### config.mk
export PLATFORM = sky130hd
export DESIGN_NAME = shared_timer_scheduler
export DESIGN_NICKNAME = d
export VERILOG_FILES = /design/src/rtl/shared_timer_scheduler.sv
export SDC_FILE = /design/constraint.sdc
export NUM_CORES = 1
export LEC_CHECK = 0
export BUFFER_PORTS_ARGS = -buffer_cell sky130_fd_sc_hd__buf_2
export CORE_ASPECT_RATIO = 0.6
export CORE_MARGIN = 2
export CORE_UTILIZATION = 44
export CTS_BUF_LIST = sky130_fd_sc_hd__clkbuf_16
export CTS_CLUSTER_DIAMETER = 120
export CTS_CLUSTER_SIZE = 24
export DETAILED_ROUTE_END_ITERATION = 12
export PLACE_DENSITY = 0.74
export SLEW_MARGIN = 20
export SYNTH_ARGS = -nofsm -noshare
export SYNTH_HDL_FRONTEND = slang
export SYNTH_SLANG_ARGS = --single-unit
### constraint.sdc
create_clock -name clk -period 3.8 [get_ports clk]
set_input_delay 0.76 -clock clk [delete_from_list [all_inputs] [get_ports clk]]
set_output_delay 0.76 -clock clk [all_outputs]
set_load 0.01 [all_outputs]
### src/rtl/shared_timer_scheduler.sv
// Shares one up-counter between NUM_REQ requesters: round-robin grant, run to the
// winner's terminal count, then pulse done or cancelled back to that owner.
module shared_timer_scheduler #(
  parameter int NUM_REQ = 4,
  parameter int CNT_W   = 32,
  parameter int OWN_W   = $clog2(NUM_REQ)
) (
  input  logic                     clk,
  input  logic                     resetn,
  input  logic [NUM_REQ-1:0]       req_valid,
  input  logic [NUM_REQ*CNT_W-1:0] req_count,
  output logic [NUM_REQ-1:0]       req_ready,
  input  logic                     enable,
  input  logic                     cancel,
  output logic [NUM_REQ-1:0]       done,
  output logic [NUM_REQ-1:0]       cancelled,
  output logic                     busy,
  output logic [OWN_W-1:0]         owner,
  output logic [CNT_W-1:0]         count
);

  typedef enum logic [1:0] {IDLE, RUN, DONE, CXL} state_t;

  state_t           state, state_nxt;
  logic [CNT_W-1:0] target;
  logic [OWN_W-1:0] rr_ptr;
  logic [OWN_W-1:0] cand;
  logic [OWN_W-1:0] grant_idx;
  logic             grant_any;
  logic [NUM_REQ-1:0] grant_oh;
  logic [CNT_W-1:0] tgt_sel;
  logic             at_target;

  assign at_target = (count == target);

  // Walk from the lowest-priority slot back to rr_ptr+1 so the last hit is the winner.
  always_comb begin
    // NOTE: every combinational output gets a default first so no latch is inferred.
    cand      = '0;
    grant_idx = '0;
    grant_any = 1'b0;
    if (state == IDLE) begin
      for (int k = NUM_REQ; k >= 1; k--) begin
        cand = OWN_W'((int'(rr_ptr) + k) % NUM_REQ);
        if (req_valid[cand]) begin
          grant_any = 1'b1;
          grant_idx = cand;
        end
      end
    end
  end

  always_comb begin
    grant_oh  = '0;
    tgt_sel   = '0;
    done      = '0;
    cancelled = '0;
    for (int i = 0; i < NUM_REQ; i++) begin
      grant_oh[i]  = grant_any && (grant_idx == OWN_W'(i));
      if (grant_oh[i]) tgt_sel = req_count[i*CNT_W +: CNT_W];
      done[i]      = (state == DONE) && (owner == OWN_W'(i));
      cancelled[i] = (state == CXL)  && (owner == OWN_W'(i));
    end
  end

  assign req_ready = grant_oh;
  assign busy      = (state == RUN) || (state == DONE);

  always_comb begin
    state_nxt = state;
    case (state)
      IDLE: if (grant_any) state_nxt = RUN;
      RUN: begin
        if (at_target)   state_nxt = DONE;
        else if (cancel) state_nxt = CXL;
      end
      DONE:    state_nxt = IDLE;
      CXL:     state_nxt = IDLE;
      default: state_nxt = IDLE;
    endcase
  end

  always_ff @(posedge clk or negedge resetn) begin
    if (!resetn) state <= IDLE;
    else         state <= state_nxt;
  end

  always_ff @(posedge clk or negedge resetn) begin
    if (!resetn) begin
      count  <= '0;
      target <= '0;
      owner  <= '0;
      rr_ptr <= OWN_W'(NUM_REQ - 1);
    end else begin
      // NOTE: sequential state uses non-blocking assignments so all flops update together.
      case (state)
        IDLE: if (grant_any) begin
          target <= tgt_sel;
          count  <= '0;
          owner  <= grant_idx;
          rr_ptr <= grant_idx;
        end
        RUN: if (!at_target && !cancel && enable) count <= count + CNT_W'(1);
        default: ;
      endcase
    end
  end

  a_ready_onehot: assert property (@(posedge clk) disable iff (!resetn) $onehot0(req_ready));
  a_done_onehot:  assert property (@(posedge clk) disable iff (!resetn) $onehot0(done));
  a_cxl_onehot:   assert property (@(posedge clk) disable iff (!resetn) $onehot0(cancelled));
  a_cnt_bound:    assert property (@(posedge clk) disable iff (!resetn)
                                   (state == RUN) |-> (count <= target));
  // A grant starts a run for that owner; a run only leaves through DONE or CXL, each back to IDLE.
  a_grant_run:    assert property (@(posedge clk) disable iff (!resetn)
                                   grant_any |=> (state == RUN) && (owner == $past(grant_idx)));
  a_run_exit:     assert property (@(posedge clk) disable iff (!resetn)
                                   (state == RUN) |=> (state inside {RUN, DONE, CXL}));
  a_pulse_once:   assert property (@(posedge clk) disable iff (!resetn)
                                   (state inside {DONE, CXL}) |=> (state == IDLE));
  a_owner_hold:   assert property (@(posedge clk) disable iff (!resetn)
                                   (state != IDLE) |=> $stable(owner));

endmodule
==> results of run 1 <==
[flip-flops by register name, indices dropped and copies added, names as in the netlist]
name	cells
state	2
rr_ptr	2
target	32
owner	2
count	32
[per-stage QoR]
step	std cells	setup WS, ns	power [mW]	hold slack [ns]	util (%)
final	809	0.788	3.48	0.505	58.2
after global routing	809	0.622	3.73	0.514	58.2
after CTS	809	0.784	3.48	0.502	58.2
after detailed placement	794	0.848	2.75	0.493	55.7
after global placement	794	0.942	2.70	0.475	55.7
after floorplan	502	1.15	2.25	0.462	-
[cell usage after synthesis (all sizes together)]
cell type	number	share of area, %
mux2	32	8.1
o221ai	1	0.20
and4	6	1.2
xor2	33	6.5
nand2	60	5.2
o221a	1	0.25
o211ai	6	1.0
inv	8	0.67
nor4	10	1.7
mux2i	4	0.90
a21boi	1	0.17
nor3	1	0.11
nand2b	4	0.56
ha	5	1.4
or3	17	2.4
or4	6	1.0
dfstp	2	1.2
a211oi	1	0.28
dfrtp	68	38
o21a	1	0.17
nor2	43	3.6
and3	5	0.73
and2	1	0.14
and3b	1	0.20
a221oi	32	6.3
nor3b	3	0.50
a21oi	63	7.1
clkbuf	20	1.7
nor2b	3	0.42
buf	14	1.7
o21ai	22	2.6
o31ai	8	1.3
nand3	9	1.0
nand4	9	1.3
or2	2	0.34
[worst min-delay path: stages, from the launching register on]
cell     delay [ns]
dfstp_2        0.39
nand2_1        0.06
nand2_1        0.05
[final timing paths]
kind                            from            to  slack [ns]  depth (start not counted)
setup reg to reg           count[20]     count[11]        0.93                          6
min in group asynchronous     resetn      count[2]        0.63                          2
hold reg to reg            rr_ptr[1]     rr_ptr[1]        0.51                          2
hold / removal             rr_ptr[1]     rr_ptr[1]        0.51                          2
max in group asynchronous     resetn     target[0]        2.59                          2
setup / recovery           rr_ptr[1]  req_ready[2]        0.79                          5
[metal layers]
layer / up-vias / part of all wire, % / wire length (µm)
met2: 237 / 45 / 6460
li1: 2183 / - / -
met5: - / 0 / 0
met4: 0 / 1.7 / 247
met1: 2195 / 45 / 6500
met3: 21 / 8.8 / 1270
[final cells by class]
type	count	area (µm²)	share of cell area, %
multi-input cells	390	2550	44.5
clock buffers	9	225	3.93
well taps	135	169	2.95
flip-flops and latches	70	1750	30.6
repair buffers	191	978	17.1
clock inverters	6	23.8	0.415
inverters	8	30.0	0.524
[power breakdown]
part	internal [mW]	total, mW	switching [mW]
clock	0.424	0.724	0.299
sequential	0.979	1.20	0.225
combinational	0.649	1.55	0.900
[kinds of logic after synthesis]
family                   count (synthesis)  synth area share, %
AND/OR/NAND/NOR                        180                 20.4
AO/OA/AOI/OAI                          136                 19.3
flip-flops                              70                 39.3
buffers and inverters                   42                 4.07
multiplexers                            36                 8.98
XOR/XNOR                                33                 6.48
adder cells (fa/ha/maj)                  5                 1.40
==> summary.md, run 1 <==
| Metric | Value |
|---|---|
| Status | `complete, no violations` |
| Clk slew on worst S/H paths | `0.05 ns` |
| Critical Path RT | `3.04 ns` |
| Initial antenna violation count | `0` |
| RSZ-0062 raised after global routing | `no` |
| Vias | `4636` |
| Global route total overflow | `0` |
| GRT busiest layer | `met2` |
| Row cnt | `28` |
| Worst Path Max Fanout | `21` |
| CP Data Arrival Time | `2.25 ns` |
| Final Instance Area | `0.00573 mm²` |
| Fin Clk Skew | `0.00916 ns` |
| Root Driver | `clkbuf_16` |
| YS warnings | `0` |
| Hold_buf cts | `0` |
| Met3 usage | `7.78%` |
| Max_cap viols | `0` |
| Most common cell after layout, fill and taps aside | `buf_2` |
| Syn_area_per_cell | `8.89 µm²` |
| DR DRC count | `0` |
| Drt initial violations | `408` |
| CTS tree | `built` |
| Post-CTS Setup Bufs | `0` |
| Gr usage total | `27.1%` |
| Post-DR wirelength/cell | `17.9 µm` |
| Placed inst area | `0.00548 mm²` |
| Port Buffers | `182` |
| Largest net degree at the start of global routing | `71` |
| Seq/Total Area, Yosys | `39.3%` |
| Element type at the critical path end | `output pin` |
| Area Overhead vs Synth | `28.5%` |
| N_diodes | `0` |
| Final setup vio count | `0` |
| Critical path, cell by cell | `nand2b_1, a21boi_0, o221a_2, nor2b_2, buf_2` |
| Final worst-path cycle share | `79.3%` |
| Hold crit path type | `reg2reg` |
| Die height | `82.0 µm` |
| Share of cells above drive strength 1 | `36.6%` |
| Peak supply drop | `342 µV` |
| Num CTS Buffers | `9` |
| Final Critical Period | `3.01 ns` |
| Tightest Pin Transition | `0.930 ns` |
| Core Footprint | `0.00984 mm²` |
| Worst setup SP type | `flop` |
| Clk_lat worst skew | `0.34 ns` |
| H-tree levels | `3` |
| Delay-heaviest family, CP | `compound AO/OA/AOI/OAI gates` |
| Leakage | `2.77 nW` |
| Most frequent cells in the layout | `buf_2 (182), dfrtp_1 (68), a21oi_1 (63)` |
| Number of distinct library cells after synthesis | `43` |
| Met2 Use GR | `43.2%` |
| Num Clock Sinks | `70` |
| Die width | `134 µm` |
| Final wirelength | `14500 µm` |
| Die ar. | `0.0110 mm²` |
| Critical path class | `reg2out` |
| Crit path buffers/inverters | `1` |
| Met1 Use GR | `36.3%` |
| Setup TNS | `0 ns` |
| PostCTS Resize Cnt | `0` |
| Pwr/cell area | `607 mW/mm²` |
| Worst path max stage delay | `0.58 ns` |
| Starting density of the core | `45.3%` |
| Drt pass-1 iters | `5` |
| Crit-path slowest cell | `dfstp_2` |
| Max-slew violation count | `0` |
| Post-Syn Nets | `643` |
| Routed vias/inst | `5.73` |
| IO Pins | `183` |
| FMAX | `0.332 GHz` |
| Gate Count Post-Synth | `502` |
| First-pass GRT wire length | `22600 µm` |
| CTS Buffer Depth | `2` |
| Max_slew headroom | `38.0%` |
| # nets final | `811` |
| Synthesized flop and latch total | `70` |
| Final ANT Viol Nets | `0` |
| Layout fillers | `890` |
| Final Hold Fails | `0` |
| DP HPWL | `11100 µm` |
| Number of global-route vias before repair | `4377` |
| Final GP Congestion | `0.882` |
| Syn Std Cell Area | `0.00446 mm²` |
Note: power is estimated with default switching activity, not from simulation.
==> inputs of run 2 (changes only) <==
--- a/config.mk
+++ b/config.mk
@@ -5,6 +5,7 @@
 export SDC_FILE = /design/constraint.sdc
 export NUM_CORES = 1
 export LEC_CHECK = 0
+export ABC_AREA = 1
 export BUFFER_PORTS_ARGS = -buffer_cell sky130_fd_sc_hd__buf_2
 export CORE_ASPECT_RATIO = 0.6
 export CORE_MARGIN = 2
==> constraint.sdc (replaced) <==
create_clock -name clk -period 2.75 [get_ports clk]
set_input_delay 0.55 -clock clk [delete_from_list [all_inputs] [get_ports clk]]
set_output_delay 0.55 -clock clk [all_outputs]
set_load 0.01 [all_outputs]
==> run 2 against run 1 <==
Effect of this change: worst hold slack worse by 0.30 ns; register-to-register slack worse by 0.44 ns; first-iteration DRC count up 19%; worst setup slack worse by 0.70 ns; combinational power up 100%; clock power up 74%; critical path depth up 5; via count up 26%; cell count up 46%; sequential power up 38%; sequential share of layout area down 4.9 points; critical path type unchanged; critical endpoint is now req_ready[0]; largest power group unchanged.
==> summary.md, run 2 <==
| Metric | Value |
|---|---|
| Die height | `90.9 µm` |
| IO Pins | `183` |
| Synthesized flop and latch total | `70` |
| Smallest hold slack | `0.204 ns` |
| Final Critical Period | `2.67 ns` |
| CTS tree | `built` |
| Syn_area_per_cell | `6.59 µm²` |
| Core Footprint | `0.0122 mm²` |
| Status | `complete, no violations` |
| Pwr/cell area | `892 mW/mm²` |
| Count leader, synth | `nand2_1` |
| Post-synth ARST share | `100%` |
| Root Driver | `clkbuf_16` |
| Met3 usage | `4.14%` |
| Die width | `149 µm` |
| CP Data Arrival Time | `2.12 ns` |
| Final Hold Fails | `0` |
| Die ar. | `0.0135 mm²` |
| Routed vias/inst | `4.93` |
| R2R Setup Slk | `0.49 ns` |
| DR DRC count | `0` |
| Final setup vio count | `0` |
| Synth area leaders | `dfrtp_1 (31%), nand2_1 (17%), nor2_1 (8.9%)` |
| Tightest Pin Transition | `0.735 ns` |
| Reg-to-Reg End | `target[1]` |
| Critical path, cell by cell | `buf_4, o21ai_4, nand2_1, nand2_2, nor2_2, nand2_1, nand2_4, inv_2, nor2_1, buf_2` |
| Setup TNS | `0 ns` |
| Fin Clk Skew | `0.00772 ns` |
| Top_reg_cell synth | `dfrtp_1` |
| Critical Path RT | `2.20 ns` |
| Synth cell count leaders | `nand2_1 (255), nor2_1 (131), inv_1 (101)` |
| Met1 Use GR | `40.4%` |
| Synth Area in Compound Gates | `1.31%` |
| GRT busiest layer | `met1` |
| Post-synth EDFFs | `0` |
| Largest net degree at the start of global routing | `33` |
| Top-area cell type share of the netlist area | `30.8%` |
| Post-route insts no fill | `1182` |
| Hold_buf cts | `0` |
| Global route total overflow | `0` |
| Seq/Total Area, Yosys | `31.7%` |
| Clk slew on worst S/H paths | `0.06 ns` |
| Max_slew headroom | `50.5%` |
| Max_cap viols | `0` |
| Most common cell after layout, fill and taps aside | `nand2_1` |
| RSZ-0062 raised after global routing | `no` |
| Area Overhead vs Synth | `23.5%` |
| Initial antenna violation count | `0` |
| Simple-gate share of the synthesized area | `44.1%` |
| Post-synthesis mux area share | `0%` |
| Leakage | `3.58 nW` |
| Worst setup SP type | `flop` |
| N_diodes | `0` |
| H-tree levels | `3` |
| Port Buffers | `182` |
| Post-DR wirelength/cell | `14.3 µm` |
| DP HPWL | `13100 µm` |
| Post-synthesis adder-cell area fraction | `1.13%` |
| Final GP Congestion | `0.942` |
| Peak supply drop | `561 µV` |
| Drt pass-1 iters | `5` |
| Dpl ws | `0.328 ns` |
| Drt initial violations | `485` |
| Clk_lat worst skew | `0.34 ns` |
| Element type at the critical path end | `output pin` |
| PnR worst setup slack | `0.0843 ns` |
| Synth area leader | `dfrtp_1` |
| Worst Path Max Fanout | `8` |
| Final ANT Viol Nets | `0` |
| Most frequent cells in the layout | `nand2_1 (255), buf_2 (182), nor2_1 (131)` |
| FMAX | `0.375 GHz` |
| Number of global-route vias before repair | `5271` |
| Max-slew violation count | `0` |
| First-pass GRT wire length | `27600 µm` |
| Row cnt | `31` |
| Vias | `5831` |
| # nets final | `1153` |
| Gate Count Post-Synth | `840` |
| Critical path class | `reg2out` |
| Critical Path Start | `rr_ptr[0]` |
| Largest regs | `count (32), target (32)` |
| Hold crit path type | `in2async` |
| Num Clock Sinks | `70` |
| YS warnings | `0` |
| Post-Syn Nets | `981` |
| Worst path max stage delay | `0.63 ns` |
| Gr usage total | `25.5%` |
| Dominant combinational cell family by area after synthesis | `simple AND/OR/NAND/NOR gates` |
| CTS Buffer Depth | `2` |
| Layout fillers | `1224` |
| Final worst-path cycle share | `96.9%` |
| Synth Area in XOR/XNOR | `9.50%` |
| Num CTS Buffers | `9` |
| CP dominant cell by count | `nand2_1` |
| Crit-path slowest cell | `dfstp_2` |
| Syn Std Cell Area | `0.00553 mm²` |
| Finished Core Util | `56.1%` |
| Starting density of the core | `45.4%` |
| Final wirelength | `17000 µm` |
| FF-to-FF Start | `rr_ptr[0]` |
| Share of cells above drive strength 1 | `24.4%` |
| Number of distinct library cells after synthesis | `31` |
| Cell count after placement | `1161` |
| Met2 Use GR | `36.4%` |
| Cells on worst reg2reg path | `10` |
==> run 2: cell count changes in the layout (fill, tap and decap cells not counted), moves of 9 or more <==
| cell | change |
|---|---|
| nand4_1 | +29 |
| a21oi_1 | -61 |
| xnor2_1 | +43 |
| buf_4 | +9 |
| inv_1 | +90 |
| nor2_1 | +89 |
| a221oi_1 | -32 |
| nand2_1 | +196 |
| or3_1 | -17 |
| nand3_1 | +34 |
| o21ai_0 | -14 |
| xor2_1 | -16 |
| nor3_1 | +53 |
| mux2_2 | -32 |
==> run 2: critical path: cells and delay by family (launching register included) <==
kind / cells / cell delay, ns
AOI/OAI and AO/OA: 1 / 0.08
buffers and inverters: 3 / 0.38
DFF: 1 / 0.63
and+or+nand+nor: 6 / 0.70
==> run 2: kinds of logic (layout without fill, tap and decap cells) <==
group | after synthesis | after routing
buf+inv | 145 | 322
fa+ha+maj | 5 | 5
compound gates | 10 | 10
simple gates | 550 | 550
xor+xnor | 60 | 60
flops | 70 | 70
==> run 2: final cells by class <==
| type | count | area, µm² | area share [%] |
|---|---|---|---|
| flip-flops and latches | 70 | 1750 | 25.7 |
| multi-input cells | 625 | 3100 | 45.4 |
| clock inverters | 7 | 97.6 | 1.43 |
| well taps | 165 | 206 | 3.02 |
| inverters | 106 | 403 | 5.90 |
| clock buffers | 9 | 225 | 3.30 |
| repair buffers | 200 | 1050 | 15.3 |
==> run 2: power breakdown <==
group | switching (mW) | leakage (nW) | internal, mW | total (mW)
logic | 2.04 | 2.53 | 1.12 | 3.17
registers | 0.289 | 0.896 | 1.37 | 1.66
clock network | 0.465 | 0.152 | 0.796 | 1.26
total | 2.80 | 3.58 | 3.29 | 6.09
==> run 2: stage by stage <==
stage / cell area (µm²) / total power, mW
2_1_floorplan: 5530 / 4.05
3_3_place_gp: 6470 / 4.71
3_5_place_dp: 6470 / 4.78
4_1_cts: 6800 / 6.07
5_1_grt: 6830 / 6.58
6_report: 6830 / 6.09
==> run 2: timing repair <==
item	CTS	global route
pin swaps	0	3
setup endpoints to repair	1	3
buffers inserted	1	4
resized for setup	0	0
==> run 2: how the worst max path moves through the flow <==
stage | end | slack (ns) | depth (start not counted)
6_report | req_ready[0] | 0.08 | 10
5_1_grt | req_ready[2] | 0.009 | 8
4_1_cts | req_ready[3] | 0.02 | 11
3_5_place_dp | req_ready[3] | 0.33 | 13
3_3_place_gp | req_ready[3] | 0.38 | 13
2_1_floorplan | req_ready[0] | 0.58 | 12
==> run 2: routing by layer <==
layer / vias to the layer above / wire [µm] / share of wire (%)
met5: - / 0 / 0
met4: 0 / 145 / 0.85
met3: 15 / 1320 / 7.8
met2: 239 / 6920 / 41
met1: 2623 / 8580 / 51
li1: 2954 / - / -
